$ cat src/rtl/fetch_pkg.sv
// Shared types and constants for the instruction-fetch front end.
package fetch_pkg;

    typedef enum logic [2:0] {
        S_HALT  = 3'd0,
        S_RUN   = 3'd1,
        S_STEP  = 3'd2,
        S_BRK   = 3'd3,
        S_FAULT = 3'd4
    } state_e;

    localparam logic [1:0]  MODE_HALT = 2'b00;
    localparam logic [1:0]  MODE_RUN  = 2'b01;
    localparam logic [1:0]  MODE_STEP = 2'b10;
    localparam logic [31:0] NOP_INSTR = 32'h0000_0013;

    // Requested operating state for a mode_i encoding; the reserved 11 behaves as HALT.
    function automatic state_e mode_to_state(input logic [1:0] mode);
        case (mode)
            MODE_RUN:  return S_RUN;
            MODE_STEP: return S_STEP;
            default:   return S_HALT;
        endcase
    endfunction

endpackage

$ cat src/rtl/fetch_unit_tick_gen.sv
// Clock-enable generator: tick is high on every TICK_DIV-th enabled, non-held cycle.
module tick_gen #(
    parameter int unsigned TICK_DIV = 50_000_000
) (
    input  logic clk,
    input  logic rst,
    input  logic enable,
    input  logic hold,
    input  logic clear,
    output logic tick
);

    localparam int unsigned     CNT_W    = (TICK_DIV > 1) ? $clog2(TICK_DIV) : 1;
    localparam logic [CNT_W-1:0] CNT_LAST = CNT_W'(TICK_DIV - 1);

    logic [CNT_W-1:0] cnt_q;

    // Holding at CNT_LAST keeps tick asserted until the stall releases.
    always_ff @(posedge clk) begin
        if (rst || clear) begin
            cnt_q <= '0;
        end else if (enable && !hold) begin
            cnt_q <= (cnt_q == CNT_LAST) ? '0 : cnt_q + CNT_W'(1);
        end
    end

    assign tick = enable && (cnt_q == CNT_LAST);

endmodule

$ cat src/rtl/fetch_unit.sv
// Instruction-fetch front end: PC, run/halt/step control, redirect and fault handling.
// Optional breakpoint halt is built when FETCH_BREAKPOINT_EN is defined.
module fetch_unit
    import fetch_pkg::*;
#(
    parameter int unsigned    XLEN         = 32,
    parameter logic [XLEN-1:0] RESET_VECTOR = '0,
    parameter int unsigned    IMEM_DEPTH   = 64,
    parameter int unsigned    TICK_DIV     = 50_000_000
) (
    input  logic            clk,
    input  logic            rst,
    input  logic [1:0]      mode_i,
    input  logic            step_i,
    input  logic            stall_i,
    input  logic            redirect_valid_i,
    input  logic [XLEN-1:0] redirect_pc_i,
    output logic [XLEN-1:0] imem_addr_o,
    input  logic [31:0]     imem_rdata_i,
    output logic [31:0]     instr_o,
    output logic [XLEN-1:0] pc_o,
    output logic            instr_valid_o,
    output logic [2:0]      state_o,
    output logic            fault_o,
    input  logic [XLEN-1:0] bp_addr_i,
    output logic            bp_hit_o
);

    localparam logic [XLEN-1:0] IMEM_BYTES = XLEN'(IMEM_DEPTH * 4);
    localparam logic [XLEN-1:0] LAST_PC    = XLEN'(IMEM_DEPTH * 4 - 4);

    state_e          state_q, state_n;
    logic [XLEN-1:0] pc_q, pc_n;
    logic [31:0]     instr_q, instr_n;
    logic [XLEN-1:0] pc_out_q, pc_out_n;
    logic            valid_q, valid_n;
    logic            fault_q, fault_n;
    logic            bp_hit_q, bp_hit_n;
    logic            step_q;
    logic            step_pend_q, step_pend_n;
    logic            step_rise;
    logic            redirect_bad;
    logic            tick;

    tick_gen #(.TICK_DIV(TICK_DIV)) u_tick_gen (
        .clk    (clk),
        .rst    (rst),
        .enable (state_q == S_RUN),
        .hold   (stall_i),
        .clear  (redirect_valid_i || (state_q != S_RUN)),
        .tick   (tick)
    );

    assign step_rise    = step_i && !step_q;
    assign redirect_bad = (redirect_pc_i[1:0] != 2'b00) || (redirect_pc_i >= IMEM_BYTES);

    // Next-state and datapath update; FAULT freezes everything until reset.
    always_comb begin
        state_n     = state_q;
        pc_n        = pc_q;
        instr_n     = instr_q;
        pc_out_n    = pc_out_q;
        valid_n     = 1'b0;
        fault_n     = fault_q;
        step_pend_n = 1'b0;
        bp_hit_n    = 1'b0;

        if (state_q != S_FAULT) begin
            if (state_q == S_BRK) begin
                state_n = (mode_i == MODE_RUN) ? S_BRK : S_HALT;
            end else begin
                state_n = mode_to_state(mode_i);
            end

            if (state_q == S_STEP) begin
                step_pend_n = step_pend_q || step_rise;
            end

            if (redirect_valid_i) begin
                if (redirect_bad) begin
                    state_n = S_FAULT;
                    fault_n = 1'b1;
                end else begin
                    pc_n = redirect_pc_i;
                end
            end else if (!stall_i && (((state_q == S_RUN) && tick) ||
                                      ((state_q == S_STEP) && step_pend_q))) begin
                instr_n     = imem_rdata_i;
                pc_out_n    = pc_q;
                valid_n     = 1'b1;
                pc_n        = (pc_q == LAST_PC) ? '0 : pc_q + XLEN'(4);
                step_pend_n = 1'b0;
`ifdef FETCH_BREAKPOINT_EN
                if ((state_q == S_RUN) && (pc_q == bp_addr_i)) begin
                    state_n = S_BRK;
                end
`endif
            end
        end

`ifdef FETCH_BREAKPOINT_EN
        bp_hit_n = (state_n == S_BRK);
`endif
    end

`ifndef FETCH_BREAKPOINT_EN
    logic unused_bp_addr;
    assign unused_bp_addr = ^bp_addr_i;
`endif

    always_ff @(posedge clk) begin
        if (rst) begin
            state_q     <= S_HALT;
            pc_q        <= RESET_VECTOR;
            instr_q     <= NOP_INSTR;
            pc_out_q    <= RESET_VECTOR;
            valid_q     <= 1'b0;
            fault_q     <= 1'b0;
            bp_hit_q    <= 1'b0;
            step_q      <= 1'b0;
            step_pend_q <= 1'b0;
        end else begin
            state_q     <= state_n;
            pc_q        <= pc_n;
            instr_q     <= instr_n;
            pc_out_q    <= pc_out_n;
            valid_q     <= valid_n;
            fault_q     <= fault_n;
            bp_hit_q    <= bp_hit_n;
            step_q      <= step_i;
            step_pend_q <= step_pend_n;
        end
    end

    assign imem_addr_o   = pc_q;
    assign instr_o       = instr_q;
    assign pc_o          = pc_out_q;
    assign instr_valid_o = valid_q;
    assign state_o       = state_q;
    assign fault_o       = fault_q;
    assign bp_hit_o      = bp_hit_q;

endmodule

$ cat config.mk
export PLATFORM = sky130hd
export DESIGN_NAME = fetch_unit
export DESIGN_NICKNAME = d
export VERILOG_FILES = /design/src/rtl/fetch_pkg.sv /design/src/rtl/fetch_unit_tick_gen.sv /design/src/rtl/fetch_unit.sv
export SDC_FILE = /design/constraint.sdc
export NUM_CORES = 1
export LEC_CHECK = 0
export ABC_AREA = 1
export CORE_ASPECT_RATIO = 0.9
export CORE_UTILIZATION = 43
export DETAILED_ROUTE_END_ITERATION = 16
export PLACE_DENSITY = 0.74
export SYNTH_ARGS = -nofsm -noshare
export SYNTH_HDL_FRONTEND = slang
export SYNTH_SLANG_ARGS = --single-unit
$ cat constraint.sdc
create_clock -name clk -period 1.9 [get_ports clk]
set_input_delay 0.19 -clock clk [delete_from_list [all_inputs] [get_ports clk]]
set_output_delay 0.19 -clock clk [all_outputs]
set_load 0.05 [all_outputs]
# Yosys cells after proc, flatten, opt, wreduce, memory -nomap -nowiden
# Cells that the tools add are included.
[op_classes] mux=14 reduce_logical=20 n_addsub=2 bitwise=2 eq_ne=10 n_lt_le_gt_ge=1
[ops] cell="$mux 32" count=4
[ops] cell="$add 32x3->32 const B" count=1
[ops] cell="$eq 32x8->1 const B" count=1
[ops] cell="$ge 32x9->1 const B" count=1
[ops] cell="$add 26x1->26 const B" count=1
[ops] cell="$eq 26x26->1 const B" count=1
[ops] cell="$mux 26" count=1
[ops] cell="$reduce_and 3->1" count=3
[ops] cell="$eq 3x2->1 const B" count=2
[ops] cell="$logic_and 1x1->1" count=6
[ops] cell="$mux 3" count=2
[ops] cell="$logic_or 1x1->1" count=5
[ops] cell="$mux 1" count=4
[ops] cell="$mux 2" count=2
[ops] cell="$pmux 2 s2" count=1
[ops] cell="$reduce_bool 2->1" count=2
[ops] cell="$eq 3x1->1 const B" count=1
[ops] cell="$ne 3x1->1 const B" count=1
[ops] cell="$ne 3x3->1 const B" count=1
[ops] cell="$reduce_or 3->1" count=1
[ops] cell="$eq 2x1->1 const B" count=1
[ops] cell="$eq 2x2->1 const B" count=1
[ops] cell="$logic_not 1->1" count=2
[ops] cell="$ne 2x2->1 const B" count=1
[ops] cell="2 further kinds" count=3
[totals] input_bits=103 ff_bits=129 output_inout_bits=102

# Longest topological paths before layout
[depth] ltp_word=7 mapped_depth=12 ltp_nobuf=11

# By module
# Synthesis repeated with hierarchy kept, for this count alone.
[hier_totals] hier_cells=1039 hier_area_um2=6647.6
[modules_own_cells] mod="fetch_unit" seq_area_each_um2=2062.0 instances=1 area_each_um2=5104.9 cells_each=804
[modules_own_cells] mod="tick_gen" seq_area_each_um2=520.5 instances=1 area_each_um2=1542.7 cells_each=235

# Worst setup path before layout
# No wires, ideal clock.
[synth_path] kind="flip-flop to flip-flop" startpoint="reg pc_q[2], in the netlist imem_addr_o[2]" endpoint="reg pc_q[0], in the netlist imem_addr_o[0]" path_buffers=0 period_less_slack_ps=2153 t_arrival_ps=2026 required_time_ps=1772 path_slack_ps=-253 path_stages_with_launch=11 setup_ps=128 cell_sequence="dfxtp_1 -> ha_1 -> nand3_2 -> nor2_1 -> inv_2 -> nor2_1 -> nand3_1 -> nand2_1 -> nand3_1 -> nand2_1 -> nor2_1"
[synth_via] elab_chain_cells=4
[synth_lines] element="from (decl)" line="fetch_unit.sv:33" text="logic [XLEN-1:0] pc_q, pc_n;"
[synth_lines] element="from (signal assigned)" line="fetch_unit.sv:124" text="pc_q <= pc_n;"
[synth_lines] element="$eq 32x8->1" line="fetch_unit.sv:91" text="pc_n = (pc_q == LAST_PC) ? '0 : pc_q + XLEN'(4);"
[synth_lines] element="$mux 32" line="fetch_unit.sv:91"
[synth_lines] element="$mux 32" line="fetch_unit.sv:86" text="end else if (!stall_i && (((state_q == S_RUN) && tick) ||"
[synth_lines] element="$mux 32" line="fetch_unit.sv:79" text="if (redirect_valid_i) begin"
# Every way passes these cells. The select of a mux whose other input is x is not followed.
# A chain may end at the register's enable or synchronous reset.

# Worst setup path in the final report
[layout_path] startpoint="reg u_tick_gen.cnt_q[1]" endpoint="reg instr_q[17], in the netlist instr_o[17]"
[layout_via] elab_chain_cells=6
[layout_lines] element="from (decl)" line="fetch_unit_tick_gen.sv:16" text="logic [CNT_W-1:0] cnt_q;"
[layout_lines] element="from (signal assigned)" line="fetch_unit_tick_gen.sv:23" text="cnt_q <= (cnt_q == CNT_LAST) ? '0 : cnt_q + CNT_W'(1);"
[layout_lines] element="$eq 26x26->1" line="fetch_unit_tick_gen.sv:27" text="assign tick = enable && (cnt_q == CNT_LAST);"
[layout_lines] element="$logic_and 1x1->1" line="fetch_unit_tick_gen.sv:27"
[layout_lines] element="$logic_and 1x1->1" line="fetch_unit.sv:86"
[layout_lines] element="$logic_or 1x1->1" line="fetch_unit.sv:86"
[layout_lines] element="$logic_and 1x1->1" line="fetch_unit.sv:86"
[layout_lines] element="$reduce_and 3->1 (no source line)"
[layout_lines] element="to (signal assigned)" line="fetch_unit.sv:125" text="instr_q <= instr_n;"
[layout_lines] element="to (decl)" line="fetch_unit.sv:34" text="logic [31:0] instr_q, instr_n;"
# Every way passes these cells.

==> run_results.csv <==
group,metric,value,unit
logic_synthesis,synth_area_per_cell,6.29,µm²
timing,fin_ws,-0.0170,ns
clock_tree,h-tree-depth,4,
drt,num_vias,7737,
floorplan,ios,205,
critical_path,crit_path_max_fanout,9,
layout,diodes,0,
pwr,p_per_area,694,nW/µm²
timing,setup_viol,11,
floorplan,core-area,15000,µm²
global_route,track_usage,26.5,%
critical_path,cpLargestDelayFamily,"simple AND/OR/NAND/NOR gates",
timing,period_minus_slack,1.92,ns
logic_synthesis,synth-edff-count,0,
critical_path,cp-start-kind,"flop",
placement,placed_cells,1453,
layout,final_layout_size_suffix_gt1_share,13.6,%
clock_tree,tritoncts,"yes",
run_status,violations,"negative setup slack",
timing,whs,0.212,ns
critical_path,worstSetupPathType,"reg2reg",
global_route,grt_pass1_vias,6906,
timing,drv_slew,0,
placement,port_buffers,171,
pwr,power_leakage,4.01,nW
layout,num-nets-final,1393,
drt,drtAntennaViolNets,0,
logic_synthesis,syn-num-nets,1174,
logic_synthesis,synth_ff_type,"dfxtp_1",
global_route,grt_overflow,0,
layout,final_util,66.0,%
critical_path,cp_slowest_cell,"dfxtp_4",
global_route,antenna_found_initial,0,
drt,routed_wl,22300,µm
run_status,outcome,"complete, but fails checks",
floorplan,die_h,121,µm
floorplan,dieArea,16100,µm²
critical_path,cp-end-kind,"flop",
pwr,p_total,6.86,mW
timing,hold_viol_final,0,
pwr,vdd_ir_drop_max,0.542,mV
logic_synthesis,yosys_warnings,0,
floorplan,num_rows,42,
placement,postPlaceCellArea,8970,µm²
clock_tree,numCtsBuffers,17,
critical_path,cp.required,2.24,ns
layout,area_growth,46.9,%
critical_path,path_cells,"ha_4 -> nand3_4 -> nor2_4 -> nand2_2 -> nor2_2 -> nand2_2 -> buf_4 -> nand2_4 -> buf_12 -> buf_12 -> nand3_1 -> a21oi_1",
drt,wl_per_cell,14.9,µm
drt,drt-pass1-iter-count,6,
critical_path,r2r_slack,-0.02,ns
critical_path,cpPeakStageDelay,0.36,ns
placement,gp_congestion,0.937,
layout,fin_area,9880,µm²
timing,tightestPinTransition,0.596,ns
floorplan,die_x,134,µm
min_path,hold_class,"in2reg",
clock_tree,path_clk_slew,0.06,ns
timing,rsz0062_at_grt,"true",
drt,drt_iter0_markers,734,
placement,hpwl,15400,µm
critical_path,path_buf_inv,3,
timing,fin_crit_sh,101,%
logic_synthesis,synth_seq_area_share,38.4,%
logic_synthesis,synth_cell_types,35,
timing,max_freq,0.522,GHz
logic_synthesis,netlist_area,6730,µm²
timing,slew_headroom,60.2,%
global_route,grt_start_max_net_pins,59,
logic_synthesis,ys_ff_latch,129,
layout,final_cells,1499,
drt,drc,0,
job,maxCapViolCount,0,
timing,tns,-0.0596,ns
clock_tree,cts_root_buffer,"clkbuf_16",
logic_synthesis,synthCells,1069,
global_route,grt_first_pass_wirelength,33800,µm
clock_tree,clk_path_buf_depth,2,
clock_tree,cts.sinks,129,
logic_synthesis,async_reset_ff_share,0,%
placement,place_ws,-0.0741,ns
timing,fin_worst_skew,0.0160,ns
clock_tree,insertion_delay,0.43,ns
drt,avgViaCountPerCell,5.16,
critical_path,worstPathArrival,2.25,ns
floorplan,initial_core_util,44.9,%
[path summary, 6_finish.rpt]
kind	cells after the start	start	to
max	12	u_tick_gen.cnt_q[1]$_SDFFE_PP0P_	instr_o[17]$_SDFFE_PP0P_
min	3	rst	pc_o[0]$_SDFFE_PP0P_
max reg2reg	12	u_tick_gen.cnt_q[1]$_SDFFE_PP0P_	instr_o[17]$_SDFFE_PP0P_
min reg2reg	2	instr_o[31]$_SDFFE_PP0P_	instr_o[31]$_SDFFE_PP0P_
[flip-flops by register name, indices dropped and copies added, names as in the netlist]
name / count
imem_addr_o: 32
fault_o: 1
instr_valid_o: 1
step_pend_q: 1
step_q: 1
pc_o: 32
instr_o: 32
state_o: 3
u_tick_gen.cnt_q: 26
[cell usage in the layout, fill, tap and decap left out, drive strengths merged, types with 4 or more instances in the layout]
cell type	count
nand2	335
nor2	205
clkdlybuf4s50	138
dfxtp	129
nand3	121
buf	87
a21oi	81
inv	78
clkbuf	27
nor3	15
xor2	14
nand4	12
dlygate4sd2	11
o21ai	11
clkinv	6
nand3b	4
dlymetal6s2s	4
or2	4
[area by class of cell]
cell class                 instances  area (µm²)
tap                              198         248
clock inverter                    11         104
timing repair buffer             246        2460
inverter                          76         285
multi-input combinational        818        3740
clock buffer                      21         460
sequential                       129        2590
fill                            1357        5090
[per-layer routing]
metal	vias up	routed length (µm)	part of all wire (%)	track usage (%)
li1	3855	-	-	-
met4	0	361	1.6	6.96
met3	42	1900	8.5	5.62
met2	349	10100	45	42.2
met5	-	0	0	0
met1	3491	9960	45	36.1
[worst register-to-register path, delay by kind of cell (launching register included)]
family,cells,cell delay [ns]
adders and majority gates,1,0.15
and+or+nand+nor,7,0.68
buffers and inverters,3,0.46
DFF,1,0.36
AOI/OAI and AO/OA,1,0.19
[timing repair]
item                                    CTS  global route
endpoints found under the setup margin   12            98
pin swaps                                 0             6
gates resized for setup                  12            48
cloned                                    0             6
hold buffers                              0             0
buffers inserted                          0             8
[power breakdown]
part           internal [mW]  switching (mW)  leakage (nW)
Sequential              2.75          0.0944          1.05
Clock                   1.88            1.26         0.274
Combinational          0.363           0.513          2.69
Total                   4.99            1.87          4.01
[kinds of logic (layout without fill, tap and decap cells)]
group                      after synthesis  count (layout)  synth area share (%)
xor gates and xnor gates                17              17                  2.21
AOI/OAI and AO/OA                       99              99                  7.63
and+or+nand+nor                        699             699                  43.1
other                                    1               1                0.0558
DFF                                    129             129                  38.4
adders and majority gates                2               2                 0.372
buffers and inverters                  122             354                  8.20
[cells in the mapped netlist, drive strengths merged, types with 4 or more instances]
| cell type | count | share of area (%) |
|---|---|---|
| dfxtp | 129 | 38 |
| nand2 | 335 | 19 |
| xor2 | 14 | 1.8 |
| inv | 75 | 4.2 |
| clkbuf | 26 | 1.5 |
| buf | 20 | 2.5 |
| o21ai | 11 | 0.82 |
| a21oi | 81 | 6.0 |
| nor3 | 15 | 1.1 |
| nand3b | 4 | 0.45 |
| nand4 | 12 | 1.1 |
| or2 | 4 | 0.37 |
| nand3 | 121 | 9.5 |
| nor2 | 205 | 12 |
No activity file was read; power rests on OpenSTA's default activity.
